`src/rtl/proc_field_serializer_if.sv`:
```
// Stream bundle for the field serializer: word-wide push side, field-wide pop side.
// The master modport drives the pushes and takes the fields; the slave modport is the serializer.
interface proc_field_serializer_if #(
  parameter int FIELD_W    = 2,
  parameter int NUM_FIELDS = 4,
  parameter int DEPTH      = 4
);
  logic [FIELD_W*NUM_FIELDS-1:0] in_word;
  logic                          in_valid;
  logic                          in_ready;
  logic [FIELD_W-1:0]            out_field;
  logic                          out_valid;
  logic                          out_ready;
  logic                          out_last;
  logic [$clog2(DEPTH):0]        count;

  modport master (
    output in_word, in_valid, out_ready,
    input  in_ready, out_field, out_valid, out_last, count
  );

  modport slave (
    input  in_word, in_valid, out_ready,
    output in_ready, out_field, out_valid, out_last, count
  );
endinterface

```
`src/rtl/proc_field_serializer.sv`:
```
// Buffers packed words in a small FIFO and replays each one field per cycle, field 0 (MSBs) first.
// The head word keeps its slot until its last field transfers, so count covers a partly drained word.
module proc_field_serializer #(
  parameter int FIELD_W    = 2,
  parameter int NUM_FIELDS = 4,
  parameter int DEPTH      = 4
) (
  input logic                    clk,
  input logic                    rst,
  proc_field_serializer_if.slave bus
);
  localparam int W  = FIELD_W * NUM_FIELDS;
  localparam int AW = $clog2(DEPTH);
  localparam int CW = AW + 1;
  localparam int FW = (NUM_FIELDS > 1) ? $clog2(NUM_FIELDS) : 1;
  localparam logic [FW-1:0] LAST_IDX = FW'(NUM_FIELDS - 1);

  logic [W-1:0]       r_mem [DEPTH];
  logic [AW-1:0]      r_wr_ptr;
  logic [AW-1:0]      r_rd_ptr;
  logic [FW-1:0]      r_fidx;
  logic [CW-1:0]      r_count;

  logic               w_in_ready;
  logic               w_out_valid;
  logic               w_out_last;
  logic               w_push;
  logic               w_xfer;
  logic               w_pop;
  logic [W-1:0]       w_head;
  logic [FIELD_W-1:0] w_field;

  // Ready depends on the registered count only; a pop at full frees the slot next cycle.
  assign w_in_ready  = (r_count < CW'(DEPTH));
  assign w_out_valid = (r_count != '0);
  assign w_out_last  = w_out_valid && (r_fidx == LAST_IDX);
  assign w_push      = bus.in_valid && w_in_ready;
  assign w_xfer      = w_out_valid && bus.out_ready;
  assign w_pop       = w_xfer && w_out_last;
  assign w_head      = r_mem[r_rd_ptr];

  always_comb begin
    w_field = '0;
    for (int k = 0; k < NUM_FIELDS; k++) begin
      if (w_out_valid && (r_fidx == FW'(k))) begin
        w_field = w_head[W-1-k*FIELD_W -: FIELD_W];
      end
    end
  end

  assign bus.in_ready  = w_in_ready;
  assign bus.out_valid = w_out_valid;
  assign bus.out_last  = w_out_last;
  assign bus.out_field = w_field;
  assign bus.count     = r_count;

  always_ff @(posedge clk or negedge rst) begin
    if (!rst) begin
      for (int i = 0; i < DEPTH; i++) begin
        r_mem[i] <= '0;
      end
    end else if (w_push) begin
      r_mem[r_wr_ptr] <= bus.in_word;
    end
  end

  always_ff @(posedge clk or negedge rst) begin
    if (!rst) begin
      r_wr_ptr <= '0;
      r_rd_ptr <= '0;
      r_fidx   <= '0;
    end else begin
      if (w_push) begin
        r_wr_ptr <= r_wr_ptr + AW'(1);
      end
      if (w_pop) begin
        r_fidx   <= '0;
        r_rd_ptr <= r_rd_ptr + AW'(1);
      end else if (w_xfer) begin
        r_fidx <= r_fidx + FW'(1);
      end
    end
  end

  always_ff @(posedge clk or negedge rst) begin
    if (!rst) begin
      r_count <= '0;
    end else begin
      case ({w_push, w_pop})
        2'b10:   r_count <= r_count + CW'(1);
        2'b01:   r_count <= r_count - CW'(1);
        default: r_count <= r_count;
      endcase
    end
  end
endmodule
```
`src/flat_wrapper.sv`:
```
// flat-port wrapper written by rule: the top's interface ports become plain ports
module proc_field_serializer_flat 
#(
  parameter int FIELD_W    = 2,
  parameter int NUM_FIELDS = 4,
  parameter int DEPTH      = 4
)
  (clk, rst, bus_in_word, bus_in_valid, bus_out_ready, bus_in_ready, bus_out_field, bus_out_valid, bus_out_last, bus_count);
  proc_field_serializer_if #(.FIELD_W(FIELD_W), .NUM_FIELDS(NUM_FIELDS), .DEPTH(DEPTH)) bus_i ();
  input logic clk;
  input logic rst;
  input wire logic [$bits(bus_i.in_word)-1:0] bus_in_word;
  input wire logic [$bits(bus_i.in_valid)-1:0] bus_in_valid;
  input wire logic [$bits(bus_i.out_ready)-1:0] bus_out_ready;
  output wire logic [$bits(bus_i.in_ready)-1:0] bus_in_ready;
  output wire logic [$bits(bus_i.out_field)-1:0] bus_out_field;
  output wire logic [$bits(bus_i.out_valid)-1:0] bus_out_valid;
  output wire logic [$bits(bus_i.out_last)-1:0] bus_out_last;
  output wire logic [$bits(bus_i.count)-1:0] bus_count;
  assign bus_i.in_word = bus_in_word;
  assign bus_i.in_valid = bus_in_valid;
  assign bus_i.out_ready = bus_out_ready;
  assign bus_in_ready = bus_i.in_ready;
  assign bus_out_field = bus_i.out_field;
  assign bus_out_valid = bus_i.out_valid;
  assign bus_out_last = bus_i.out_last;
  assign bus_count = bus_i.count;
  proc_field_serializer #(.FIELD_W(FIELD_W), .NUM_FIELDS(NUM_FIELDS), .DEPTH(DEPTH)) u_core (.clk(clk), .rst(rst), .bus(bus_i));
endmodule
```
`config.mk`:
```
export PLATFORM = sky130hd
export DESIGN_NAME = proc_field_serializer_flat
export DESIGN_NICKNAME = d
export VERILOG_FILES = /design/src/rtl/proc_field_serializer_if.sv /design/src/rtl/proc_field_serializer.sv /design/src/flat_wrapper.sv
export SDC_FILE = /design/constraint.sdc
export NUM_CORES = 1
export LEC_CHECK = 0
export CELL_PAD_IN_SITES_DETAIL_PLACEMENT = 1
export CELL_PAD_IN_SITES_GLOBAL_PLACEMENT = 2
export CORE_ASPECT_RATIO = 0.9
export CORE_UTILIZATION = 38
export CTS_CLUSTER_DIAMETER = 60
export CTS_CLUSTER_SIZE = 30
export DETAILED_ROUTE_END_ITERATION = 10
export PLACE_DENSITY = 0.79
export SYNTH_ARGS = -nofsm -noshare
export SYNTH_HDL_FRONTEND = slang
export SYNTH_SLANG_ARGS = --single-unit
```
`constraint.sdc`:
```
create_clock -name clk -period 2.45 [get_ports clk]
set_input_delay 0.49 -clock clk [delete_from_list [all_inputs] [get_ports clk]]
set_output_delay 0.49 -clock clk [all_outputs]
set_load 0.01 [all_outputs]
```
==> flow_results.org, run 1 <==
** Floorplanning
- Core Rows :: 24
- The die covers 5590 um2.
- Core area :: 4950 um2
- Number of placed I/O pins :: 20
- The die is just over 70 um tall.
- Initial core utilization :: 0.406
- Die X :: 78.7 um

** Timing
- Across all hold checks on the routed design, the worst slack comes to 0.336 ns.
- At the pin with the least slew margin, the transition time is between 0.9 and 1 ns.
- Of the available clock period, the critical path in the final layout requires 0.977.
- Tmin final :: between 2 and 2.5 ns
- Setup repair after global routing could not meet its margin everywhere.
- Count of final hold-check violations :: 0
- For this run, the top clock speed supported by timing is between 400 and 500 MHz.
- Maximum clock skew at final layout :: 0.0133 ns
- # setup viols final :: 0
- Max-slew violations :: 0
- In this run the tightest slew margin relative to its limit is 0.399.

** Clock tree
- TritonCTS clock tree :: built
- Clock buffers created by TritonCTS :: 5
- Counting every sink on the clock net gives 41.
- Worst-case clock buffer depth :: 2
- Clock root buffer :: sky130_fd_sc_hd__clkbuf_8
- The H-tree was split into 2 levels.
- Clk_lat worst skew :: 0.29 ns
- Reg clk slew, reported paths :: 0.07 ns

** Worst setup path
- Worst r2r src :: u_core.r_fidx[1]$_DFFE_PN0P_
- In this run the register-to-register setup slack is 0.23 ns.
- Worst Path Max Fanout :: 3
- STA classifies the critical path endpoint as an output pin.
- Type of origin of the critical path :: register
- Worst Reg-to-Reg Cells :: 10
- Critical path data arrival time :: 1.90 ns
- End of the worst register-to-register path :: u_core.bus.count[2]$_DFFE_PN0P_
- Worst setup path class :: reg -> out
- Critical path required time :: 1.96 ns

** Global route
- The number of antenna violations at the first check in global routing came to 0.
- Global-route wire length before repair :: 7.07 mm
- In the global route stage, overall resource usage came out at 0.171.
- Remaining Overflow, GRT :: 0
- Vias in the first global route :: 1366
- Pin count of the biggest net entering global routing :: 42

** Status
- The run finished with clean final reports.

** Power
- For this design the static power due to leakage is ~1.1 nW.
- In this run the power density over the cells is 1360 nW/um2.
- Across the VDD grid, the largest voltage drop is 0.487 mV.
- Overall power after layout :: 0.00339 W

** Drt
- Dividing the detail-routed wire length by the instance count gives 17.1 um.
- DR vias/cell :: 4.99
- After detailed routing, the total wire length is between 4 and 5 mm.
- After the first detailed-routing iteration, the DRC count stood at 38.
- Vias after detailed routing :: 1212
- Number of remaining DRC errors :: 0
- The detail route stage leaves a number of antenna-violating nets equal to 0.
- The pre-antenna-repair detailed-routing pass consisted of 4 iterations.

** Placement
- Buffers placed on the I/O ports in this run total 19.
- HPWL after detailed placement :: 3.05 mm
- The congestion estimate from routability-driven global placement came to 0.729.
- Once placement finished, the instance area stood at 2350 um2.

** Logic synthesis
- Of the post-synthesis cell area, the dominant cell type holds 0.510.
- Mean cell area of the mapped netlist :: 14.2 um2
- Asr flop ratio synth :: 1.00
- Area of the mapped netlist :: 2010 um2
- Post-synth EDFFs :: 0
- Ys flop type :: sky130_fd_sc_hd__dfrtp_1
- Synthesis instantiated 26 different standard cells from the library.
- After synthesis, the most frequently instantiated cells are sky130_fd_sc_hd__dfrtp_1 (41), sky130_fd_sc_hd__mux2_2 (33), sky130_fd_sc_hd__inv_1 (10), sky130_fd_sc_hd__nand2_1 (10), sky130_fd_sc_hd__ha_1 (9).
- Number of synthesized register bits :: a little over 40
- Cell taking the most area after synthesis :: sky130_fd_sc_hd__dfrtp_1
- Cell types occupying the most area after synthesis :: sky130_fd_sc_hd__dfrtp_1 (51%), sky130_fd_sc_hd__mux2_2 (18%), sky130_fd_sc_hd__ha_1 (5.6%), sky130_fd_sc_hd__mux4_1 (5.2%), sky130_fd_sc_hd__mux4_2 (2.2%)
- Number of warning messages in the yosys log :: 0
- Among all cell types in the netlist, the one instantiated most often is sky130_fd_sc_hd__dfrtp_1.
- Synthesis produced a netlist with a net count of 164.
- Part of the Yosys area used for sequential elements :: 0.510
- Synthesis handed over a netlist of about 140 instances.

** Final layout
- The number of antenna diodes in the final layout is 0.
- With fillers left out, the area of the finished cells amounts to 2490 um2.
- Filler Cells Inserted :: 508
- Fraction of layout cells with a size suffix above 1 :: 0.388
- Final nets :: ~200
- Summing all flip-flop and latch instances after layout gives a little over 1000 um2.
- Layout-stage area growth over the synthesis result :: 23.9%
- Area occupied by multi-input gates :: 955 um2

** Run
- Across the run, the number of max-cap violations was 0.

** Min path
- The min-delay analysis places its worst path in the category in -> async.
[timing repair]
item / 4_1_cts / 5_1_grt
setup endpoints to repair: 2 / 3
pin swaps: 2 / 0
setup buffers: 0 / 2
hold buffers: 0 / 0
resized for setup: 14 / 4
[area by class of cell]
cell class,count,share of cell area
inverters,10,0.0150
clock buffers,7,0.0346
flip-flops and latches,41,0.412
well taps,65,0.0326
clock inverters,1,0.0120
repair buffers,31,0.111
multi-input cells,88,0.383
[cell families (layout without fill, tap and decap cells)]
family          count (synthesis)  in the layout  synth area share
mux                            43             43             0.279
compound gates                  9              9            0.0385
simple gates                   20             20            0.0516
flops                          41             41             0.510
buf+inv                        13             49            0.0292
fa+ha+maj                      10             10            0.0659
xor+xnor                        6              6            0.0261
[flip-flops by register name, indices dropped and copies added (netlist names)]
register          flops
u_core.r_fidx         2
u_core.r_mem         32
u_core.r_rd_ptr       2
u_core.r_wr_ptr       2
u_core.bus.count      3
[worst max path at each step]
stage,from,endpoint,cells past startpoint
global placement,u_core.r_fidx[0]$_DFFE_PN0P_,bus_out_field[0],6
global route,u_core.r_fidx[0]$_DFFE_PN0P_,bus_out_field[1],7
floorplan,u_core.r_fidx[0]$_DFFE_PN0P_,bus_out_field[0],5
CTS,u_core.r_rd_ptr[0]$_DFFE_PN0P_,bus_out_field[0],5
finish,u_core.r_fidx[0]$_DFFE_PN0P_,bus_out_field[1],7
detailed placement,u_core.r_fidx[0]$_DFFE_PN0P_,bus_out_field[1],7
[per-stage QoR]
stage / TNS [ns] / utilization / worst slack [ns] / cells
3_5_place_dp: -0.350 / 0.473 / -0.190 / 233
5_1_grt: -0.110 / 0.504 / -0.0747 / 243
2_1_floorplan: 0 / - / 0.374 / 142
4_1_cts: 0 / 0.499 / 0.0170 / 241
3_3_place_gp: -0.117 / 0.473 / -0.0663 / 233
6_report: 0 / 0.504 / 0.0554 / 243
[critical path, cell delays in order, from the launching register on]
cell	delay (ns)
sky130_fd_sc_hd__dfrtp_1	0.41
sky130_fd_sc_hd__inv_2	0.10
sky130_fd_sc_hd__ha_4	0.14
sky130_fd_sc_hd__or3b_4	0.39
sky130_fd_sc_hd__o22ai_2	0.10
sky130_fd_sc_hd__a211oi_1	0.08
sky130_fd_sc_hd__o41ai_2	0.22
sky130_fd_sc_hd__buf_2	0.18
[report_power, final]
group          total, W  switching (W)  leakage, nW  internal, W
registers       0.00125       0.000222        0.491      0.00103
clock network  0.000551       0.000219       0.0585     0.000332
logic           0.00159       0.000672        0.561     0.000914
total           0.00339        0.00111         1.11      0.00227
[routing by layer]
layer	wire length (um)	track usage	up-vias
met4	12	0.0370	0
li1	-	-	570
met2	2160	0.298	16
met5	0	0	-
met3	103	0.0323	2
met1	1890	0.221	624
[placed cells by master (no fill, tap or decap), types with 2 or more instances in the layout]
master | synthesis | routed
sky130_fd_sc_hd__a211oi_1 | 2 | 2
sky130_fd_sc_hd__buf_2 | 2 | 3
sky130_fd_sc_hd__buf_4 | 0 | 11
sky130_fd_sc_hd__clkbuf_8 | 0 | 6
sky130_fd_sc_hd__clkdlybuf4s50_1 | 0 | 16
sky130_fd_sc_hd__dfrtp_1 | 41 | 40
sky130_fd_sc_hd__ha_1 | 9 | 7
sky130_fd_sc_hd__inv_1 | 10 | 8
sky130_fd_sc_hd__inv_2 | 0 | 2
sky130_fd_sc_hd__mux2_2 | 33 | 33
sky130_fd_sc_hd__mux2i_1 | 4 | 4
sky130_fd_sc_hd__mux4_1 | 4 | 3
sky130_fd_sc_hd__mux4_2 | 2 | 3
sky130_fd_sc_hd__nand2_1 | 10 | 10
sky130_fd_sc_hd__nor2b_1 | 3 | 3
sky130_fd_sc_hd__o21ai_0 | 2 | 2
sky130_fd_sc_hd__o22ai_2 | 0 | 2
sky130_fd_sc_hd__o41ai_2 | 2 | 2
sky130_fd_sc_hd__xnor2_1 | 4 | 4
sky130_fd_sc_hd__xor2_1 | 2 | 2
(Power assumes the default switching activity.)
==> run 2: changes to the inputs <==
--- a/config.mk
+++ b/config.mk
@@ -8,11 +8,10 @@
 export CELL_PAD_IN_SITES_DETAIL_PLACEMENT = 1
 export CELL_PAD_IN_SITES_GLOBAL_PLACEMENT = 2
 export CORE_ASPECT_RATIO = 0.9
-export CORE_UTILIZATION = 38
+export CORE_UTILIZATION = 40
 export CTS_CLUSTER_DIAMETER = 60
-export CTS_CLUSTER_SIZE = 30
 export DETAILED_ROUTE_END_ITERATION = 10
-export PLACE_DENSITY = 0.79
+export PLACE_DENSITY = 0.83
 export SYNTH_ARGS = -nofsm -noshare
 export SYNTH_HDL_FRONTEND = slang
 export SYNTH_SLANG_ARGS = --single-unit
==> flow_results.org, run 2 (same netlist as run 1, synthesis figures left out) <==
** Final layout
- The total area of multi-input combinational cells came to 953 um2 (was 955 um2).
- The post-synthesis to final-layout area growth was 22.0% (was 23.9%).
- Max FFs per register :: 32 (unchanged)
- The number of nets in the finished design was 198 (was 199).
- Top reg by flops :: u_core.r_mem (unchanged)
- The antenna diode count is 0 (unchanged).
- The area occupied by registers is 1030 um2 (unchanged).
- Commonest non-fill, non-tap cell in the layout :: sky130_fd_sc_hd__dfrtp_1 (unchanged)
- Fraction of layout cells with a size suffix above 1 :: 0.386 (was 0.388)
- The design area is 2460 um2 (was 2490 um2).
- Most frequent cells in the layout :: sky130_fd_sc_hd__dfrtp_1 (40), sky130_fd_sc_hd__mux2_2 (33), sky130_fd_sc_hd__clkdlybuf4s50_1 (16), sky130_fd_sc_hd__nand2_1 (10), sky130_fd_sc_hd__buf_4 (10) (was sky130_fd_sc_hd__dfrtp_1 (40), sky130_fd_sc_hd__mux2_2 (33), sky130_fd_sc_hd__clkdlybuf4s50_1 (16), sky130_fd_sc_hd__buf_4 (11), sky130_fd_sc_hd__nand2_1 (10))
- Filler Cells Inserted :: 493 (was 508)
- Post-layout instance count excluding filler cells :: 241 (was 243)

** Clock tree
- Clk_lat worst skew :: 0.29 ns (about the same)
- Post-cts hold buffer count :: 0 (unchanged)
- The CTS clock-pin slew for the worst setup and hold paths came to 0.07 ns (about the same).
- The TritonCTS clock tree is built (unchanged).
- The clock root buffer master is sky130_fd_sc_hd__clkbuf_8 (unchanged).
- Worst-case clock buffer depth :: 2 (unchanged)
- # clock sinks :: 41 (unchanged)
- The number of levels in the clock H-tree came to 2 (unchanged).
- The number of buffers added by the clock tree synthesis step was 5 (unchanged).

** Power
- The internal power is 0.00215 W (was 0.00227 W).
- Total power divided by cell area :: 1330 nW/um2 (was 1360 nW/um2)
- Switching part of the total power :: 0.344 (was 0.329)
- Power share of the combinational group :: 0.482 (was 0.469)
- Leak :: 1.09 nW (was 1.11 nW)
- The clock share of power came to 0.136 (was 0.163).
- Net switching component of the power :: 0.00113 W (was 0.00111 W)
- The maximum VDD drop was 0.404 mV (was 0.487 mV).
- Sequential fraction of design power :: 0.382 (was 0.369)
- The overall power came to 0.00327 W (was 0.00339 W).

** Global route
- The total overflow reported by the global router is 0 (unchanged).
- Initial antenna violation count :: 0 (unchanged)
- Vias in the first global route :: 1391 (was 1366)
- Global Route Usage Sum :: 0.183 (was 0.171)
- The largest net degree at the start of global routing came to 42 (unchanged).
- The wire length of the first global-routing pass was 7.28 mm (was 7.07 mm).

** Worst setup path
- Slowest cell on the critical path :: sky130_fd_sc_hd__dfrtp_1 (unchanged)
- The cell count of the worst reg-to-reg path was 10 (unchanged).
- The critical path arrival was 1.94 ns (was 1.90 ns).
- The nature of the critical path endpoint is an output pin (unchanged).
- Critical path cell sequence: inv_2, ha_2, or3b_4, o22ai_2, a211oi_1, o41ai_2, buf_2 (was inv_2, ha_4, or3b_4, o22ai_2, a211oi_1, o41ai_2, buf_2).
- The maximum net fanout on the critical path was 3 (unchanged).
- The biggest cell delay along the critical path is 0.41 ns (about the same).
- Type of origin of the critical path :: register (unchanged)
- The class of the most critical setup path is reg -> out (unchanged).
- Critical path required time :: 1.96 ns (about the same)

** Timing
- Max-slew headroom :: 0.394 (was 0.399)
- Count of final hold-check violations :: 0 (unchanged)
- The final count of negative-setup-slack endpoints was 0 (unchanged).
- The time the worst path needs with I/O delays and setup was 2.43 ns (was 2.39 ns).
- The clock skew is 0.00410 ns (was 0.0133 ns).
- Max-slew violations :: 0 (unchanged)
- Setup repair after global routing missed its margin: true (unchanged).
- The tightest hold margin was 0.325 ns (was 0.336 ns).
- The transition time at the pin with the least slew margin was 0.909 ns (was 0.902 ns).
- The fraction of the cycle the final worst path needs is 0.992 (was 0.977).
- The highest attainable clock frequency came to 411 MHz (was 418 MHz).

** Drt
- The routed wirelength normalized by instance count is 17.7 um (was 17.1 um).
- The detail-routed via count per cell was 5.07 (was 4.99).
- Number of remaining DRC errors :: 0 (unchanged)
- First-pass detailed-route iteration total :: 2 (was 4)
- Remaining number of nets flagged by the antenna check after routing :: 0 (unchanged)
- Vias after detailed routing :: 1221 (was 1212)
- The highest layer used for signal routing is met4 (unchanged).
- Initial DRC count :: 44 (was 38)
- The total met3 wirelength after detailed routing is 164 um (was 103 um).
- The sum of routed wire segments on met1 was 1.92 mm (was 1.89 mm).
- The detailed-routed wire length on met2 was 2.13 mm (was 2.16 mm).
- Total length of routed wires :: 4.26 mm (was 4.17 mm)

** Placement
- The number of placed cells counting well taps came to 233 (unchanged).
- The routability congestion estimate from global placement is 0.745 (was 0.729).
- HPWL after detailed placement :: 3.13 mm (was 3.05 mm)
- Instance area after placement :: 2350 um2 (unchanged)
- Buffers on Ports :: 19 (unchanged)

** Run
- Total of max-cap violations :: 0 (unchanged)

** Floorplanning
- Initial core utilization :: 0.416 (was 0.406)
- The die area was 5320 um2 (was 5590 um2).
- The die span in y was 69.3 um (was 71.1 um).
- The core footprint came to 4830 um2 (was 4950 um2).
- Core Rows :: 24 (unchanged)
- The die width is 76.8 um (was 78.7 um).
- Number of placed I/O pins :: 20 (unchanged)

** Min path
- Type of the tightest min-delay check :: in -> async (unchanged)

** Status
- Result of the run: completed (unchanged).
[run 2: cell count changes in the layout (fill, tap and decap cells not counted)]
cell,previous run,this run
sky130_fd_sc_hd__mux4_1,3,4
sky130_fd_sc_hd__ha_4,1,0
sky130_fd_sc_hd__nor2b_1,3,2
sky130_fd_sc_hd__bufinv_16,1,0
sky130_fd_sc_hd__buf_4,11,10
sky130_fd_sc_hd__nor2b_2,0,1
sky130_fd_sc_hd__ha_1,7,6
sky130_fd_sc_hd__ha_2,1,3
sky130_fd_sc_hd__mux4_2,3,2
[run 2: through the flow]
stage,TNS [ns],util,worst slack (ns)
2_1_floorplan,0,-,0.374
3_3_place_gp,-0.0998,0.485,-0.0582
6_report,0,0.508,0.0197
3_5_place_dp,-0.316,0.485,-0.200
4_1_cts,0,0.507,0.000558
5_1_grt,-0.0849,0.508,-0.0793
[run 2: final cells by class]
class | count | share of cell area
multi-input cells | 88 | 0.388
repair buffers | 30 | 0.110
well taps | 65 | 0.0331
inverters | 10 | 0.0153
flip-flops and latches | 41 | 0.418
clock buffers | 7 | 0.0352
[run 2: repair_timing]
action | 4_1_cts | 5_1_grt
endpoints found under the setup margin | 2 | 3
buffers inserted | 1 | 0
pin swaps | 2 | 0
resized for setup | 15 | 3
endpoints found under the hold margin | 0 | 0
[run 2: worst paths after layout]
| check | from | to | slack, ns |
|---|---|---|---|
| setup / recovery | u_core.r_fidx[0]$_DFFE_PN0P_ | bus_out_field[0] | 0.02 |
| min in group clk | u_core.r_mem[25]$_DFFE_PN0P_ | u_core.r_mem[25]$_DFFE_PN0P_ | 0.50 |
| hold reg to reg | u_core.r_mem[25]$_DFFE_PN0P_ | u_core.r_mem[25]$_DFFE_PN0P_ | 0.50 |
| setup reg to reg | u_core.r_fidx[1]$_DFFE_PN0P_ | u_core.bus.count[2]$_DFFE_PN0P_ | 0.27 |
| hold / removal | rst | u_core.r_mem[11]$_DFFE_PN0P_ | 0.32 |
| max in group asynchronous | rst | u_core.r_rd_ptr[0]$_DFFE_PN0P_ | 1.50 |
[run 2: critical path, delay by kind of cell, from the launching register on]
kind                     cells  cell delay (ns)
AO/OA/AOI/OAI                3             0.42
adder cells (fa/ha/maj)      1             0.17
buffers and inverters        2             0.26
flip-flops                   1             0.41
AND/OR/NAND/NOR              1             0.39
[run 2: layer usage]
metal | GRT usage | up-vias
met3 | 0.0487 | 6
met2 | 0.300 | 19
met1 | 0.236 | 623
met4 | 0.0577 | 0
li1 | - | 573
met5 | 0 | -
[run 2: power by group through the flow]
stage | registers (W) | logic [W] | clock network [W]
global placement | 0.00122 | 0.00147 | 0
finish | 0.00125 | 0.00158 | 0.000446
CTS | 0.00125 | 0.00158 | 0.000466
detailed placement | 0.00126 | 0.00157 | 0
floorplan | 0.00118 | 0.00102 | 0
global route | 0.00130 | 0.00172 | 0.000500
